==> src/rtl/vram_arb_pkg.sv <==
// vram_arb_pkg: owner encoding, slot phase constants and default widths for the VRAM arbiter
package vram_arb_pkg;
    localparam int ADDR_W = 14;
    localparam int DATA_W = 16;
    localparam logic PHASE_SCAN = 1'b0;
    localparam logic PHASE_SHARED = 1'b1;
    typedef enum logic [1:0] {OWN_IDLE, OWN_VID, OWN_CPU, OWN_BLT} owner_e;
endpackage

==> src/rtl/vram_arbiter_if.sv <==
// vram_arbiter_if: requester-side and RAM-side signals of the VRAM arbiter
interface vram_arbiter_if;
    import vram_arb_pkg::*;
    logic vid_line_start, vid_req, vid_ack;
    logic cpu_req, cpu_we, cpu_ack, cpu_wait;
    logic blt_req, blt_we, blt_ack;
    logic ram_cs, ram_we;
    logic [ADDR_W-1:0] vid_addr, cpu_addr, blt_addr, ram_addr;
    logic [DATA_W-1:0] vid_rdata, cpu_wdata, cpu_rdata, blt_wdata, blt_rdata, ram_wdata, ram_rdata;
    modport master (
        output vid_line_start, vid_req, vid_addr, cpu_req, cpu_we, cpu_addr, cpu_wdata,
               blt_req, blt_we, blt_addr, blt_wdata, ram_rdata,
        input  vid_ack, vid_rdata, cpu_ack, cpu_rdata, cpu_wait, blt_ack, blt_rdata,
               ram_cs, ram_we, ram_addr, ram_wdata
    );
    modport slave (
        input  vid_line_start, vid_req, vid_addr, cpu_req, cpu_we, cpu_addr, cpu_wdata,
               blt_req, blt_we, blt_addr, blt_wdata, ram_rdata,
        output vid_ack, vid_rdata, cpu_ack, cpu_rdata, cpu_wait, blt_ack, blt_rdata,
               ram_cs, ram_we, ram_addr, ram_wdata
    );
endinterface

==> src/rtl/vram_rr_pick.sv <==
// vram_rr_pick: two-way round-robin picker (a = CPU, b = BLT); last pointer moves only on a grant
module vram_rr_pick (
    input  logic clk,
    input  logic rst_n,
    input  logic en,
    input  logic req_a,
    input  logic req_b,
    output logic gnt_a,
    output logic gnt_b
);
    logic last_b;
    assign gnt_a = en && req_a && (!req_b || last_b);
    assign gnt_b = en && req_b && (!req_a || !last_b);
    always_ff @(posedge clk or negedge rst_n) begin
        if (!rst_n)
            last_b <= 1'b1;
        else if (gnt_a || gnt_b)
            last_b <= gnt_b;
    end
endmodule

==> src/rtl/vram_arbiter.sv <==
// vram_arbiter: scan/shared time-slot arbiter sharing video RAM between CRT fetch, CPU and blitter.
// Define VRAM_BLANK_STEAL_EN to offer scan slots left unused by scan-out to CPU/BLT.
module vram_arbiter
    import vram_arb_pkg::*;
(
    input  logic clk,
    input  logic rst_n,
    vram_arbiter_if.slave bus
);
`ifdef VRAM_BLANK_STEAL_EN
    localparam logic STEAL = 1'b1;
`else
    localparam logic STEAL = 1'b0;
`endif
    owner_e owner, prev_owner, grant;
    logic phase, next_phase, scan_next, prev_we, rr_en;
    logic vid_ok, cpu_ok, blt_ok, gnt_cpu, gnt_blt, rd_cpu, rd_blt;
    logic [DATA_W-1:0] vid_q, cpu_q, blt_q;

    assign next_phase = bus.vid_line_start ? PHASE_SCAN : ~phase;
    assign scan_next = next_phase == PHASE_SCAN;
    // the owner of the current cycle sits out this decision so it cannot issue twice before its ACK
    assign vid_ok = bus.vid_req && owner != OWN_VID;
    assign cpu_ok = bus.cpu_req && owner != OWN_CPU;
    assign blt_ok = bus.blt_req && owner != OWN_BLT;
    assign rr_en = !scan_next || (STEAL && !vid_ok);
    assign grant = (scan_next && vid_ok) ? OWN_VID : gnt_cpu ? OWN_CPU : gnt_blt ? OWN_BLT : OWN_IDLE;

    vram_rr_pick u_pick (
        .clk   (clk),
        .rst_n (rst_n),
        .en    (rr_en),
        .req_a (cpu_ok),
        .req_b (blt_ok),
        .gnt_a (gnt_cpu),
        .gnt_b (gnt_blt)
    );

    assign bus.vid_ack = prev_owner == OWN_VID;
    assign bus.cpu_ack = prev_owner == OWN_CPU;
    assign bus.blt_ack = prev_owner == OWN_BLT;
    assign rd_cpu = bus.cpu_ack && !prev_we;
    assign rd_blt = bus.blt_ack && !prev_we;
    // RAM data arrives in the ACK cycle; pass it through then, hold the captured copy otherwise
    assign bus.vid_rdata = bus.vid_ack ? bus.ram_rdata : vid_q;
    assign bus.cpu_rdata = rd_cpu ? bus.ram_rdata : cpu_q;
    assign bus.blt_rdata = rd_blt ? bus.ram_rdata : blt_q;
    assign bus.cpu_wait = rst_n && bus.cpu_req && !bus.cpu_ack;

    always_ff @(posedge clk or negedge rst_n) begin
        if (!rst_n) begin
            phase <= PHASE_SCAN;
            owner <= OWN_IDLE;
            prev_owner <= OWN_IDLE;
            prev_we <= 1'b0;
            bus.ram_cs <= 1'b0;
            bus.ram_we <= 1'b0;
            bus.ram_addr <= '0;
            bus.ram_wdata <= '0;
            vid_q <= '0;
            cpu_q <= '0;
            blt_q <= '0;
        end else begin
            phase <= next_phase;
            owner <= grant;
            prev_owner <= owner;
            prev_we <= bus.ram_we;
            bus.ram_cs <= grant != OWN_IDLE;
            bus.ram_we <= grant == OWN_CPU ? bus.cpu_we : grant == OWN_BLT ? bus.blt_we : 1'b0;
            bus.ram_addr <= grant == OWN_VID ? bus.vid_addr : grant == OWN_CPU ? bus.cpu_addr :
                            grant == OWN_BLT ? bus.blt_addr : '0;
            bus.ram_wdata <= grant == OWN_CPU ? bus.cpu_wdata : grant == OWN_BLT ? bus.blt_wdata : '0;
            if (bus.vid_ack)
                vid_q <= bus.ram_rdata;
            if (rd_cpu)
                cpu_q <= bus.ram_rdata;
            if (rd_blt)
                blt_q <= bus.ram_rdata;
        end
    end
endmodule
==> src/flat_wrapper.sv <==
// flat-port wrapper written by rule: the top's interface ports become plain ports
module vram_arbiter_flat import vram_arb_pkg::*;
  (clk, rst_n, bus_vid_line_start, bus_vid_req, bus_vid_addr, bus_cpu_req, bus_cpu_we, bus_cpu_addr, bus_cpu_wdata, bus_blt_req, bus_blt_we, bus_blt_addr, bus_blt_wdata, bus_ram_rdata, bus_vid_ack, bus_vid_rdata, bus_cpu_ack, bus_cpu_rdata, bus_cpu_wait, bus_blt_ack, bus_blt_rdata, bus_ram_cs, bus_ram_we, bus_ram_addr, bus_ram_wdata);
  vram_arbiter_if bus_i ();
  input  logic clk;
  input  logic rst_n;
  input wire logic [$bits(bus_i.vid_line_start)-1:0] bus_vid_line_start;
  input wire logic [$bits(bus_i.vid_req)-1:0] bus_vid_req;
  input wire logic [$bits(bus_i.vid_addr)-1:0] bus_vid_addr;
  input wire logic [$bits(bus_i.cpu_req)-1:0] bus_cpu_req;
  input wire logic [$bits(bus_i.cpu_we)-1:0] bus_cpu_we;
  input wire logic [$bits(bus_i.cpu_addr)-1:0] bus_cpu_addr;
  input wire logic [$bits(bus_i.cpu_wdata)-1:0] bus_cpu_wdata;
  input wire logic [$bits(bus_i.blt_req)-1:0] bus_blt_req;
  input wire logic [$bits(bus_i.blt_we)-1:0] bus_blt_we;
  input wire logic [$bits(bus_i.blt_addr)-1:0] bus_blt_addr;
  input wire logic [$bits(bus_i.blt_wdata)-1:0] bus_blt_wdata;
  input wire logic [$bits(bus_i.ram_rdata)-1:0] bus_ram_rdata;
  output wire logic [$bits(bus_i.vid_ack)-1:0] bus_vid_ack;
  output wire logic [$bits(bus_i.vid_rdata)-1:0] bus_vid_rdata;
  output wire logic [$bits(bus_i.cpu_ack)-1:0] bus_cpu_ack;
  output wire logic [$bits(bus_i.cpu_rdata)-1:0] bus_cpu_rdata;
  output wire logic [$bits(bus_i.cpu_wait)-1:0] bus_cpu_wait;
  output wire logic [$bits(bus_i.blt_ack)-1:0] bus_blt_ack;
  output wire logic [$bits(bus_i.blt_rdata)-1:0] bus_blt_rdata;
  output wire logic [$bits(bus_i.ram_cs)-1:0] bus_ram_cs;
  output wire logic [$bits(bus_i.ram_we)-1:0] bus_ram_we;
  output wire logic [$bits(bus_i.ram_addr)-1:0] bus_ram_addr;
  output wire logic [$bits(bus_i.ram_wdata)-1:0] bus_ram_wdata;
  assign bus_i.vid_line_start = bus_vid_line_start;
  assign bus_i.vid_req = bus_vid_req;
  assign bus_i.vid_addr = bus_vid_addr;
  assign bus_i.cpu_req = bus_cpu_req;
  assign bus_i.cpu_we = bus_cpu_we;
  assign bus_i.cpu_addr = bus_cpu_addr;
  assign bus_i.cpu_wdata = bus_cpu_wdata;
  assign bus_i.blt_req = bus_blt_req;
  assign bus_i.blt_we = bus_blt_we;
  assign bus_i.blt_addr = bus_blt_addr;
  assign bus_i.blt_wdata = bus_blt_wdata;
  assign bus_i.ram_rdata = bus_ram_rdata;
  assign bus_vid_ack = bus_i.vid_ack;
  assign bus_vid_rdata = bus_i.vid_rdata;
  assign bus_cpu_ack = bus_i.cpu_ack;
  assign bus_cpu_rdata = bus_i.cpu_rdata;
  assign bus_cpu_wait = bus_i.cpu_wait;
  assign bus_blt_ack = bus_i.blt_ack;
  assign bus_blt_rdata = bus_i.blt_rdata;
  assign bus_ram_cs = bus_i.ram_cs;
  assign bus_ram_we = bus_i.ram_we;
  assign bus_ram_addr = bus_i.ram_addr;
  assign bus_ram_wdata = bus_i.ram_wdata;
  vram_arbiter u_core (.clk(clk), .rst_n(rst_n), .bus(bus_i));
endmodule
==> config.mk <==
export PLATFORM = sky130hd
export DESIGN_NAME = vram_arbiter_flat
export DESIGN_NICKNAME = d
export VERILOG_FILES = /design/src/rtl/vram_arb_pkg.sv /design/src/rtl/vram_arbiter_if.sv /design/src/rtl/vram_rr_pick.sv /design/src/rtl/vram_arbiter.sv /design/src/flat_wrapper.sv
export SDC_FILE = /design/constraint.sdc
export NUM_CORES = 1
export LEC_CHECK = 0
export ABC_AREA = 1
export ABC_CLOCK_PERIOD_IN_PS = 1700
export BUFFER_PORTS_ARGS = -buffer_cell sky130_fd_sc_hd__buf_2
export CORE_MARGIN = 10
export CORE_UTILIZATION = 40
export CTS_CLUSTER_SIZE = 30
export DETAILED_ROUTE_END_ITERATION = 7
export PLACE_DENSITY_LB_ADDON = 0.08
export SLEW_MARGIN = 30
export SYNTH_ARGS = -nofsm -noshare
export SYNTH_HDL_FRONTEND = slang
export SYNTH_SLANG_ARGS = --single-unit
==> constraint.sdc <==
create_clock -name clk -period 1.7 [get_ports clk]
set_clock_uncertainty 0.2 [all_clocks]
set_input_delay 0.255 -clock clk [delete_from_list [all_inputs] [get_ports clk]]
set_output_delay 0.255 -clock clk [all_outputs]
set_load 0.03 [all_outputs]
Word-level counts from Yosys, hierarchy flattened
Cells that the tools add are included.

Reductions and logical operators: 21. Bitwise operators: 2. Mux-type cells: 14. Eq/ne operators: 9.

Operator list (number): $mux W16 (5); $mux W14 (3); $logic_and A1 B1 Y1 (12); $eq A2 B2 Y1 const B (4); $mux W2 (3); $logic_not A1 Y1 (5); $eq A2 B1 Y1 const B (2); $ne A2 B2 Y1 const B (2); $logic_or A1 B1 Y1 (3); $mux W1 (3); $ne A2 B1 Y1 const B (1); $not A1 Y1 (2); $reduce_bool A2 Y1 (1).

Logic and storage cells: 58. Output and inout bits: 84. Flip-flop bits (word level): 87. Input port bits: 98.

Logic depth before layout (Yosys ltp)
Gate-level depths: netlist of run 1.

Depth in word-level cells: 12. Mapped depth: 7. Mapped depth without buffers: 6.

Cells and area by module
From an unflattened synthesis of run 1, not the netlist that was laid out.

Cell total of the unflattened synthesis: 396. Area, all modules: 3761.1 um2.

By module, submodules not included: vram_arbiter (area each 3696.0 um2, cells an instance 385, instances 1); vram_rr_pick (area each 65.1 um2, cells an instance 11, instances 1).

Worst setup path after synthesis of run 1
OpenSTA, ideal clock, no wires.

Path kind: reg2out. Start point: register u_core.prev_owner[0]. End point: output port bus_vid_rdata[10]. Required time: 1.245 ns. Stages on the path, launching flop included: 6. Path buffers: 1. Data arrival time: 1.493 ns. Slack: -0.248 ns. Cells stage by stage: dfrtp_1 -> inv_2 -> nor2_2 -> inv_2 -> buf_2 -> o21ai_1.

Word-level cells in the longest chain between the ends: 2.

Ends and longest elaborated chain: start, declared (line vram_arbiter.sv:15) `owner_e owner, prev_owner, grant;`; start signal, assigned (line vram_arbiter.sv:66) `prev_owner <= owner;`; $eq A2 B1 Y1 (line vram_arbiter.sv:39) `assign bus.vid_ack = prev_owner == OWN_VID;`; named net bus_vid_ack (line flat_wrapper.sv:19) `output wire logic [$bits(bus_i.vid_ack)-1:0] bus_vid_ack;`; $mux W16; end, declared (line flat_wrapper.sv:20) `output wire logic [$bits(bus_i.vid_rdata)-1:0] bus_vid_rdata;`.

The timed path passes the listed nets, and every way through them passes these cells.

Final worst setup path of run 1
Start point: register u_core.prev_owner[1]. End point: output port bus_vid_rdata[15].

Word-level cells in the longest chain between the ends: 2.

Ends and longest elaborated chain (line): $eq A2 B1 Y1 (vram_arbiter.sv:39); $mux W16.

No other way between the ends.

==> results of run 1 <==
[routing by layer]
layer | wire (um) | global-route usage | up-vias
met5 | 0 | 0 | -
met4 | 392 | 0.08271 | 0
met2 | 7204 | 0.3650 | 170
met1 | 5023 | 0.2285 | 1798
met3 | 1297 | 0.07285 | 35
li1 | - | - | 1792
[synth_stat cells, drive strengths merged]
cell | n | area (sq um)
o21ai | 48 | 259.0
nor2 | 7 | 61.30
o211ai | 1 | 7.510
nand3 | 93 | 515.5
nand2 | 80 | 307.8
or2 | 1 | 6.260
nand3b | 1 | 7.510
inv | 25 | 93.84
buf | 24 | 146.4
dfrtp | 86 | 2152
dfstp | 1 | 26.28
[flip-flops by register name (all words and copies together), names as in the netlist]
signal and count:
u_core.bus.ram_we 1, u_core.prev_owner 2, u_core.phase 1, u_core.u_pick.last_b 1
u_core.owner 2, u_core.prev_we 1, u_core.bus.ram_cs 1, u_core.bus.ram_wdata 16
u_core.vid_q 16, u_core.blt_q 16, u_core.bus.ram_addr 14, u_core.cpu_q 16
[path summary, 6_finish.rpt]
kind	from	to	slack (ps)
min in group asynchronous	rst_n	u_core.blt_q[1]$_DFF_PN0_	310
max in group asynchronous	rst_n	u_core.u_pick.last_b$_DFFE_PN1P_	560
setup reg to reg	u_core.owner[0]$_DFF_PN0_	u_core.bus.ram_addr[6]$_DFF_PN0_	200
setup / recovery	u_core.prev_owner[1]$_DFF_PN0_	bus_vid_rdata[15]	-320
hold / removal	bus_cpu_req	u_core.u_pick.last_b$_DFFE_PN1P_	90
hold reg to reg	u_core.bus.ram_we$_DFF_PN0_	u_core.prev_we$_DFF_PN0_	200
[power breakdown]
part | internal, W | switching (W) | total (W)
registers | 0.00260 | 0.000244 | 0.00285
clock network | 0.000727 | 0.000751 | 0.00148
logic | 0.00204 | 0.00260 | 0.00464
total | 0.00538 | 0.00359 | 0.00897
[critical path, stage by stage, from the launching register on]
cell and delay, ps:
dfrtp_1 410, buf_6 130, nor2_4 120, inv_4 90, buf_12 170, o21ai_2 150
buf_6 150
[through the flow]
step                setup slack (ps)  total power [W]
finish                        -316.0         0.008970
global route                  -401.9         0.009392
CTS                           -316.1         0.008901
detailed placement            -17.93         0.006191
global placement               21.58         0.006125
floorplan                     -143.5         0.005090
[what timing repair did]
item	4_1_cts	5_1_grt
gates cloned	3	0
buffers inserted	8	3
gates resized for setup	174	10
setup endpoints to repair	49	58
pin swaps	6	6
hold endpoints to repair	118	0
hold buffers	78	0
[cells by family after synthesis]
| family | share of synthesized area |
|---|---|
| buf+inv | 0.06704 |
| flops | 0.6079 |
| simple gates | 0.2507 |
| compound gates | 0.07437 |
[cell type report]
class,instances,area (sq um)
well taps,108,135.1
clock inverters,4,55.05
repair buffers,298,2501
multi-input cells,231,1740
flip-flops and latches,87,2178
fillers,547,1867
clock buffers,12,145.1
diodes,1,2.502
inverters,25,96.34
==> results.sh, run 1 <==
export IMPL_run_status="finished, violations left"
export IMPL_failed_checks="negative setup slack"
export IMPL_crit_required_ps=1240
export IMPL_cp_data_arrival_time_ps=1560
export IMPL_setup_viol=51
export IMPL_post_synth_instance_area_sq_um=3583
export IMPL_yosys_warnings=0
export IMPL_clock_latency_ps=340
export IMPL_ys_seq_elements=87
export IMPL_drv_slew=0
export IMPL_period_minus_slack_ps=2016
export IMPL_grt_total_usage=0.2101
export IMPL_relative_slew_slack=0.6661
export IMPL_cts_max_path_buffers=2
export IMPL_endpoint_kind="output pin"
export IMPL_grt_first_pass_wirelength_um=22110
export IMPL_core_area_sq_um=8721
export IMPL_worst_slew_pin_slew_ps=499.6
export IMPL_max_clock_freq_mhz=496.0
export IMPL_row_count=34
export IMPL_grt_remaining_overflow=0
export IMPL_chipHeight_um=114.7
export IMPL_num_io_pins=182
export IMPL_clock_sink_count=87
export IMPL_ant_nets=0
export IMPL_cts_buffers=9
export IMPL_wl_um=13920
export IMPL_pin_count_of_the_biggest_net_entering_global_routing=88
export IMPL_detailed_place_hpwl_um=8501
export IMPL_power_leakage_nw=3.413
export IMPL_cellPowerDensity_nw_per_um2=1309
export IMPL_crit_fanout=10
export IMPL_layout_nets=750
export IMPL_cts_root_buf="clkbuf_8"
export IMPL_maxCapViolations=0
export IMPL_dr_first_iter_drc_count=227
export IMPL_totalNegativeSetupSlack_ps=-13250
export IMPL_vias_in_the_first_global_route=4214
export IMPL_final_cell_count_no_fill=766
export IMPL_layout_cells_most_common_list="buf_2 (128), dfrtp_1 (86), nand3_1 (83), dlygate4sd3_1 (78), buf_6 (53)"
export IMPL_grt_antenna_before_repair=1
export IMPL_ir_drop_uv=629.3
export IMPL_seq_area_frac_synth=0.6079
export IMPL_drc=0
export IMPL_vias_per_cell=4.954
export IMPL_flow_area_growth_from_synthesis_pct=91.27
export IMPL_gp_routability_congestion=0.7562
export IMPL_h_tree_depth=3
export IMPL_post_synth_num_cell_types=19
export IMPL_detail_route_first_pass_iterations=4
export IMPL_post_route_standard_cell_area_excluding_fillers_sq_um=6854
export IMPL_wire_per_inst_um=18.17
export IMPL_syn_area_per_cell_sq_um=9.764
export IMPL_fp_dieW_um=114.7
export IMPL_setup_worst_path_class="flip-flop to output pin"
export IMPL_layout_drive_gt1_share=0.5297
export IMPL_finalHoldViolCount=0
export IMPL_clk_pin_slew_ps=80
export IMPL_initial_cell_density_of_the_core=0.4109
export IMPL_leading_cell_type_in_the_layout_fill_and_taps_excluded="buf_2"
export IMPL_min_period_over_period=1.186
export IMPL_finalHoldWorstSlack_ps=90.11
export IMPL_port_buffers=181
export IMPL_critPathLaunchType="flip-flop"
export IMPL_vias=3795
export IMPL_post_synth_inst_count=367
export IMPL_clock_tree_from_tritoncts="done"
export IMPL_r2r_cells=6
export IMPL_die_area_sq_um=13140
export IMPL_dp_cells=658
export IMPL_finalCoreUtilization=0.7859
export IMPL_grt_setup_unrepaired="true"
export IMPL_min_delay_path_depth=4
export IMPL_worst_slack_ps=-316.0
export IMPL_placement_cell_area_sq_um=5099
export IMPL_holdCritPathClass="input pin to flip-flop"
export IMPL_syn_num_nets=465
No activity file was read; power rests on OpenSTA's default activity.
==> run 2, diff against run 1 <==
--- a/config.mk
+++ b/config.mk
@@ -9,7 +9,7 @@
 export ABC_CLOCK_PERIOD_IN_PS = 1700
 export BUFFER_PORTS_ARGS = -buffer_cell sky130_fd_sc_hd__buf_2
 export CORE_MARGIN = 10
-export CORE_UTILIZATION = 40
+export CORE_UTILIZATION = 45
 export CTS_CLUSTER_SIZE = 30
 export DETAILED_ROUTE_END_ITERATION = 7
 export PLACE_DENSITY_LB_ADDON = 0.08
==> run 2 against run 1 <==
Effect of this change:
- sequential share of layout area rose by 0.39 points
- power increased by 0.36%
- largest cell class unchanged
- global-route usage grew 2.3 points
- wire length increased by 6.5%
- the flow still finishes with violations (negative setup slack)
- hold slack worse by 38 ps
- sequential cell count did not move
- clock-buffer cell count is 2 lower
- critical path depth did not move
- maximum frequency down 2.0%
==> results.sh, run 2 (synthesis gave the netlist of run 1 again) <==
export IMPL_grt_setup_unrepaired="true"
export IMPL_dp_cells=647
export IMPL_crit_required_ps=1240
export IMPL_cts_max_path_buffers=2
export IMPL_layout_nets=740
export IMPL_run_status="finished, violations left"
export IMPL_layout_cells_most_common_list="buf_2 (128), dfrtp_1 (86), nand3_1 (83), dlygate4sd3_1 (78), buf_6 (55)"
export IMPL_max_clock_freq_mhz=485.9
export IMPL_critPathLaunchType="flip-flop"
export IMPL_crit_fanout=6
export IMPL_h_tree_depth=3
export IMPL_clock_sink_count=87
export IMPL_failed_checks="negative setup slack"
export IMPL_initial_cell_density_of_the_core=0.4637
export IMPL_die_area_sq_um=11930
export IMPL_grt_remaining_overflow=0
export IMPL_flow_area_growth_from_synthesis_pct=88.93
export IMPL_grt_met2_usage=0.4143
export IMPL_cts_buffers=9
export IMPL_drc=0
export IMPL_vias_per_cell=5.189
export IMPL_met3_usage=0.09558
export IMPL_chipHeight_um=109.2
export IMPL_ant_nets=0
export IMPL_wire_per_inst_um=19.74
export IMPL_ir_drop_uv=600.9
export IMPL_detail_route_first_pass_iterations=5
export IMPL_cp_data_arrival_time_ps=1600
export IMPL_setup_viol=51
export IMPL_totalNegativeSetupSlack_ps=-14180
export IMPL_clock_tree_from_tritoncts="done"
export IMPL_grt_most_used_layer="met2"
export IMPL_fp_dieW_um=109.2
export IMPL_detailed_place_hpwl_um=8260
export IMPL_leading_cell_type_in_the_layout_fill_and_taps_excluded="buf_2"
export IMPL_grt_total_usage=0.2330
export IMPL_cts_root_buf="clkbuf_8"
export IMPL_port_buffers=181
export IMPL_use_met1=0.2461
export IMPL_vias_in_the_first_global_route=4171
export IMPL_relative_slew_slack=0.6602
export IMPL_clk_pin_slew_ps=80
export IMPL_setup_worst_path_class="flip-flop to output pin"
export IMPL_period_minus_slack_ps=2058
export IMPL_pin_count_of_the_biggest_net_entering_global_routing=88
export IMPL_layout_drive_gt1_share=0.5193
export IMPL_min_period_over_period=1.211
export IMPL_finalHoldWorstSlack_ps=52.27
export IMPL_power_leakage_nw=3.374
export IMPL_clock_latency_ps=340
export IMPL_finalHoldViolCount=0
export IMPL_cellPowerDensity_nw_per_um2=1330
export IMPL_gp_routability_congestion=0.7677
export IMPL_grt_first_pass_wirelength_um=21680
export IMPL_drv_slew=0
export IMPL_final_cell_count_no_fill=751
export IMPL_endpoint_kind="output pin"
export IMPL_row_count=32
export IMPL_wl_um=14830
export IMPL_worst_slew_pin_slew_ps=508.5
export IMPL_maxCapViolations=0
export IMPL_vias=3897
export IMPL_worst_slack_ps=-358.1
export IMPL_holdCritPathClass="input pin to flip-flop"
export IMPL_dr_first_iter_drc_count=231
export IMPL_num_io_pins=182
export IMPL_core_area_sq_um=7727
export IMPL_grt_antenna_before_repair=0
## run 2: area by class of cell
cell class	instances	area, sq um
antenna	2	5.005
clock buffer	10	127.6
clock inverter	6	85.08
fill	381	957.2
inverter	25	96.34
multi-input combinational	231	1714
sequential	87	2178
tap	102	127.6
timing repair buffer	288	2436
## run 2: final timing paths
| check | to | cells after the start | slack (ps) | startpoint |
|---|---|---|---|---|
| worst max-delay path | bus_vid_rdata[3] | 6 | -360 | u_core.prev_owner[1]$_DFF_PN0_ |
| worst min-delay path | u_core.u_pick.last_b$_DFFE_PN1P_ | 4 | 50 | bus_cpu_req |
| worst max register to register | u_core.bus.ram_addr[2]$_DFF_PN0_ | 6 | 200 | u_core.owner[0]$_DFF_PN0_ |
| worst min register to register | u_core.prev_we$_DFF_PN0_ | 0 | 190 | u_core.bus.ram_we$_DFF_PN0_ |
| max in group asynchronous | u_core.blt_q[13]$_DFF_PN0_ | 3 | 550 | rst_n |
| min in group asynchronous | u_core.blt_q[1]$_DFF_PN0_ | 3 | 350 | rst_n |
## run 2: layer usage
| metal | routed length [um] | part of all wire |
|---|---|---|
| met2 | 7891 | 0.53 |
| met1 | 4952 | 0.33 |
| met3 | 1645 | 0.11 |
| met5 | 0 | 0 |
| met4 | 337 | 0.023 |
## run 2: metrics by stage
stage / area (sq um) / setup slack (ps) / util / power, W
floorplan: 3934 / -143.5 / - / 0.005090
global placement: 5066 / 15.99 / 0.6556 / 0.006095
detailed placement: 5066 / -70.21 / 0.6556 / 0.006183
CTS: 6528 / -334.9 / 0.8447 / 0.008688
global route: 6765 / -423.5 / 0.8755 / 0.009388
finish: 6770 / -358.1 / 0.8761 / 0.009003
## run 2: repair_timing
action,in CTS,in global routing
hold endpoints to repair,118,0
buffers inserted,2,2
setup endpoints to repair,52,54
hold buffers,78,0
pin swaps,1,4
resized for setup,136,35
gates cloned,1,4
## run 2: where the power goes
| part | switching (W) | total (W) | leakage, nW | internal, W |
|---|---|---|---|---|
| logic | 0.00264 | 0.00459 | 2.17 | 0.00195 |
| clock network | 0.000756 | 0.00158 | 0.102 | 0.000824 |
| registers | 0.000231 | 0.00283 | 1.10 | 0.00260 |
| total | 0.00363 | 0.00900 | 3.37 | 0.00538 |
## run 2: worst max-delay path, stage by stage (launching register included)
cell and delay [ps]:
dfrtp_1 410, buf_4 150, nor2_4 110, inv_4 80, clkbuf_16 180, o21ai_2 180
buf_6 160
